**src/rtl/eth_header_rx.sv**
```systemverilog
// Ethernet II receive header parser: captures destination/source MAC and EtherType,
// filters on destination address and pulses ARP / IPv4 / drop once per complete header.
module eth_header_rx #(
    parameter bit PROMISC = 1'b0
) (
    input  logic        aclk,
    input  logic        areset,
    input  logic [47:0] local_mac,
    input  logic [7:0]  data_in,
    input  logic        data_valid,
    input  logic        rx_abort,
    input  logic        preamble_sfd_rx_done,
    output logic [47:0] mac_d_addr,
    output logic [47:0] mac_s_addr,
    output logic [15:0] eth_type,
    output logic        eth_header_arp_rx_done,
    output logic        eth_header_ip_rx_done,
    output logic        eth_header_rx_drop
);

    typedef enum logic [1:0] {
        WAIT_START         = 2'd0,
        MAC_DESTINATION_RX = 2'd1,
        MAC_SOURCE_RX      = 2'd2,
        ETH_TYPE_RX        = 2'd3
    } state_t;

    state_t      state_q;
    logic [2:0]  count_q;
    logic [47:0] dst_q;
    logic [47:0] src_q;
    logic [15:0] type_q;
    logic [47:0] mac_d_q;
    logic [47:0] mac_s_q;
    logic [15:0] eth_type_q;
    logic        arp_q;
    logic        ip_q;
    logic        drop_q;

    logic [15:0] type_d;
    logic        addr_ok_d;

    // EtherType including the byte on data_in, and the destination filter verdict
    always_comb begin
        type_d    = {type_q[7:0], data_in};
        addr_ok_d = 1'b0;
        if (PROMISC || (dst_q == local_mac) || (dst_q == 48'hFFFF_FFFF_FFFF)) begin
            addr_ok_d = 1'b1;
        end else begin
            addr_ok_d = 1'b0;
        end
    end

    // Header FSM with shadow capture and registered result fields/pulses
    always_ff @(posedge aclk or posedge areset) begin
        if (areset) begin
            state_q    <= WAIT_START;
            count_q    <= 3'd0;
            dst_q      <= 48'd0;
            src_q      <= 48'd0;
            type_q     <= 16'd0;
            mac_d_q    <= 48'd0;
            mac_s_q    <= 48'd0;
            eth_type_q <= 16'd0;
            arp_q      <= 1'b0;
            ip_q       <= 1'b0;
            drop_q     <= 1'b0;
        end else begin
            arp_q  <= 1'b0;
            ip_q   <= 1'b0;
            drop_q <= 1'b0;
            case (state_q)
                WAIT_START: begin
                    // a data_valid alongside the SFD pulse is the SFD byte itself
                    if (preamble_sfd_rx_done) begin
                        state_q <= MAC_DESTINATION_RX;
                        count_q <= 3'd0;
                    end
                end
                default: begin
                    if (rx_abort) begin
                        state_q <= WAIT_START;
                        count_q <= 3'd0;
                    end else if (preamble_sfd_rx_done) begin
                        state_q <= MAC_DESTINATION_RX;
                        count_q <= 3'd0;
                    end else if (data_valid) begin
                        case (state_q)
                            MAC_DESTINATION_RX: begin
                                dst_q <= {dst_q[39:0], data_in};
                                if (count_q == 3'd5) begin
                                    state_q <= MAC_SOURCE_RX;
                                    count_q <= 3'd0;
                                end else begin
                                    count_q <= count_q + 3'd1;
                                end
                            end
                            MAC_SOURCE_RX: begin
                                src_q <= {src_q[39:0], data_in};
                                if (count_q == 3'd5) begin
                                    state_q <= ETH_TYPE_RX;
                                    count_q <= 3'd0;
                                end else begin
                                    count_q <= count_q + 3'd1;
                                end
                            end
                            ETH_TYPE_RX: begin
                                type_q <= type_d;
                                if (count_q == 3'd1) begin
                                    state_q    <= WAIT_START;
                                    count_q    <= 3'd0;
                                    mac_d_q    <= dst_q;
                                    mac_s_q    <= src_q;
                                    eth_type_q <= type_d;
                                    if (addr_ok_d && (type_d == 16'h0806)) begin
                                        arp_q <= 1'b1;
                                    end else if (addr_ok_d && (type_d == 16'h0800)) begin
                                        ip_q <= 1'b1;
                                    end else begin
                                        drop_q <= 1'b1;
                                    end
                                end else begin
                                    count_q <= count_q + 3'd1;
                                end
                            end
                            default: begin
                                state_q <= WAIT_START;
                                count_q <= 3'd0;
                            end
                        endcase
                    end
                end
            endcase
        end
    end

    assign mac_d_addr             = mac_d_q;
    assign mac_s_addr             = mac_s_q;
    assign eth_type               = eth_type_q;
    assign eth_header_arp_rx_done = arp_q;
    assign eth_header_ip_rx_done  = ip_q;
    assign eth_header_rx_drop     = drop_q;

endmodule

```
**config.mk**
```make
export PLATFORM = sky130hd
export DESIGN_NAME = eth_header_rx
export DESIGN_NICKNAME = d
export VERILOG_FILES = /design/src/rtl/eth_header_rx.sv
export SDC_FILE = /design/constraint.sdc
export NUM_CORES = 1
export LEC_CHECK = 0
export ABC_AREA = 1
export BUFFER_PORTS_ARGS = -buffer_cell sky130_fd_sc_hd__buf_2
export CAP_MARGIN = 5
export CORE_MARGIN = 5
export CORE_UTILIZATION = 55
export DETAILED_ROUTE_END_ITERATION = 7
export PLACE_DENSITY_LB_ADDON = 0.05
export SETUP_SLACK_MARGIN = 0.3
export SYNTH_ARGS = -nofsm -noshare
export SYNTH_HDL_FRONTEND = slang
export SYNTH_SLANG_ARGS = --single-unit
```
**constraint.sdc**
```tcl
create_clock -name aclk -period 9.7 [get_ports aclk]
set_input_delay 1.94 -clock aclk [delete_from_list [all_inputs] [get_ports aclk]]
set_output_delay 1.94 -clock aclk [all_outputs]
set_load 0.005 [all_outputs]
```
==> impl_metrics.env <==
export IMPL_die_w_microns=140
export IMPL_startpoint_type="primary input"
export IMPL_fin_nets=1254
export IMPL_synth_edff_count=0
export IMPL_grt_pass1_wl_microns=34400
export IMPL_worstSetupPathType="in2reg"
export IMPL_max_freq_mhz=256
export IMPL_synth_seq_cells=224
export IMPL_netlist_area_sq_um=9290
export IMPL_min_path_cells=2
export IMPL_required_ns=10.02
export IMPL_combPwrFrac_pct=15.0
export IMPL_first_pass_iters=5
export IMPL_min_period_over_period_pct=40.3
export IMPL_post_cts_buffers=0
export IMPL_period_minus_slack_ns=3.91
export IMPL_p_sw_uw=687
export IMPL_ys_warn_count=0
export IMPL_gr_total_overflow=0
export IMPL_leakage_nw=5.53
export IMPL_powerDensity_nw_per_um2=219
export IMPL_clkPwrFrac_pct=35.9
export IMPL_yosysMostFrequentCell="nand2_1"
export IMPL_cts_clk_slew_worst_paths_ns=0.06
export IMPL_drcViolationCount=0
export IMPL_place_detailed_hpwl_microns=14100
export IMPL_clock_path_buffers=3
export IMPL_synthArstFlopShare_pct=100
export IMPL_postSynthCellCount=1027
export IMPL_status="completed"
export IMPL_synth_top_area_cell="dfrtp_1"
export IMPL_min_to="mac_s_addr[45]"
export IMPL_routed_wl_microns=20500
export IMPL_gp_congestion=0.808
export IMPL_synth_cell_types=30
export IMPL_antenna_found_initial=0
export IMPL_start_util_pct=56.0
export IMPL_max_slew_worst_pin_slew_ns=1.18
export IMPL_arrival_ns=4.24
export IMPL_core_region_area_sq_um=16600
export IMPL_grt_pass1_vias=6785
export IMPL_syn_to_final_growth_pct=18.6
export IMPL_hp_start="mac_s_addr[45]"
export IMPL_cts_resized=0
export IMPL_grt_max_degree=127
export IMPL_synth_top_area_share_pct=60.3
export IMPL_ir_drop_uv=146
export IMPL_yosysSeqAreaShare_pct=60.3
export IMPL_grt_setup_unrepaired="false"
export IMPL_synth_ff_type="dfrtp_1"
export IMPL_die_h_microns=140
export IMPL_maxCapViolations=0
export IMPL_std_cell_rows=47
export IMPL_io_buffer_count=175
export IMPL_utilization_pct=66.4
export IMPL_tns_ns=0
export IMPL_grt_usage_pct=21.1
export IMPL_setup_viol=0
export IMPL_synth_top_cells_by_count="nand2_1, dfrtp_1, inv_1"
export IMPL_p_sw_share_pct=28.5
export IMPL_ioPinCount=176
export IMPL_synth_nets=1094
export IMPL_maxSlewHeadroom_pct=21.0
export IMPL_ant_nets=0
export IMPL_r2r_cells=10
export IMPL_cts_hold_buf=0
export IMPL_min_path_type="reg2reg"
export IMPL_cts_tree="done"
export IMPL_finalHoldViolations=0
export IMPL_rr_startpoint="state_q[0]"
export IMPL_synth_area_leaders="dfrtp_1, nand2_1, o21ai_0, o21ai_1, inv_1"
export IMPL_share_seq_of_total_power_pct=49.1
export IMPL_cp_max_fo=126
export IMPL_p_int_mw=1.72
export IMPL_worstSetupEndpointType="register"
export IMPL_fin_skew_ns=0.00786
export IMPL_cts_max_level=1
export IMPL_clkLatencyLatePin_ns=0.50
export IMPL_nFillCells=1439
export IMPL_cts_sinks=224
export IMPL_syn_avg_cell_area_sq_um=9.05
export IMPL_numCtsBuffers=23
export IMPL_dieArea_sq_um=19600
export IMPL_layout_cells_non_filler=1424
export IMPL_via_per_inst=4.90
export IMPL_wl_per_cell_microns=14.4
export IMPL_cts_root_buffer="clkbuf_16"
export IMPL_placedCellCount=1382
export IMPL_antenna_cells=0
export IMPL_r2r_slack_ns=6.65
export IMPL_rr_endpoint="mac_s_addr[19]"
export IMPL_drt_first_iter_violations=517
export IMPL_drive_above_1_share_pct=18.8
export IMPL_slew_viol_final=0
export IMPL_vias=6974
-- cells in the final DEF, fill, tap and decap left out --
cell / instances
buf_2: 175
and2_1: 1
nand3b_1: 2
nand2_1: 332
nor2_8: 1
clkbuf_8: 7
nor2_1: 18
nand2_4: 1
a21oi_1: 2
nand3_1: 4
nand2_2: 3
dfrtp_1: 224
bufinv_16: 1
o22ai_1: 1
nor4_1: 2
mux2i_1: 1
inv_8: 1
nor3b_1: 1
clkinv_2: 4
clkbuf_1: 6
inv_6: 2
xnor2_1: 37
nor2_2: 2
o21ai_1: 90
a31oi_1: 1
nor3_1: 9
clkbuf_16: 23
inv_1: 116
nand4_1: 10
buf_4: 5
ha_1: 6
o21ai_0: 115
nor2_4: 1
-- metrics by stage --
stage	power [mW]	hold WS [ns]	instance area, sq um	setup slack, ns
final	2.41	0.465	11000	5.79
after detailed placement	1.56	0.457	10300	5.28
after global routing	2.56	0.500	11000	5.54
after floorplan	1.44	0.447	9290	1.63
after CTS	2.44	0.473	11000	5.82
after global placement	1.55	0.453	10300	5.40
-- per-layer routing --
layer  GRT usage, %  part of all wire (%)  up-vias
li1               -                     -     3548
met1           31.9                    48     3209
met2           32.0                    45      192
met3           4.16                   6.1       25
met4           4.84                   1.6        0
met5              0                     0        -
-- worst max-delay path: stages --
cell	delay, ns
buf_2	0.11
nor2_2	0.05
nand2_2	0.08
nor2_4	0.05
nand2_4	0.17
nor2_8	0.11
inv_6	0.43
buf_4	0.98
o21ai_0	0.20
-- registers in the layout (all words and copies together), names as in the netlist --
signal and flops:
eth_type 16, eth_header_ip_rx_done 1, eth_header_arp_rx_done 1, dst_q 48, src_q 48, eth_header_rx_drop 1
type_q 8, mac_s_addr 48, state_q 2, count_q 3, mac_d_addr 48
-- worst max path at each step --
stage	end	cells after the start	slack [ns]	start
finish	mac_s_addr[19]	9	5.79	preamble_sfd_rx_done
global route	mac_s_addr[19]	9	5.54	preamble_sfd_rx_done
CTS	mac_s_addr[19]	9	5.82	preamble_sfd_rx_done
detailed placement	mac_s_addr[19]	9	5.28	preamble_sfd_rx_done
global placement	mac_s_addr[19]	9	5.40	preamble_sfd_rx_done
floorplan	count_q[0]	1	1.63	areset
-- cell families after synthesis --
group / count (synthesis) / synth area share [%]
AO/OA/AOI/OAI: 209 / 11.3
XOR/XNOR: 37 / 3.49
adder cells (fa/ha/maj): 6 / 0.808
buffers and inverters: 163 / 7.27
flip-flops: 224 / 60.3
multiplexers: 1 / 0.108
AND/OR/NAND/NOR: 387 / 16.7
-- power by group through the flow --
| stage | clock [mW] | combinational [mW] | sequential [mW] |
|---|---|---|---|
| after floorplan | 0 | 0.281 | 1.16 |
| after global placement | 0 | 0.357 | 1.19 |
| after detailed placement | 0 | 0.366 | 1.20 |
| after CTS | 0.887 | 0.368 | 1.18 |
| after global routing | 0.932 | 0.427 | 1.20 |
| final | 0.864 | 0.361 | 1.18 |
-- area by class of cell --
class,count,area [sq um],share of cell area (%)
sequential,224,5610,50.9
multi-input combinational,640,3010,27.4
timing repair buffer,180,913,8.29
clock buffer,36,694,6.30
inverter,118,455,4.13
tap,220,275,2.50
clock inverter,6,58.8,0.534
Note: power is estimated with default switching activity, not from simulation.
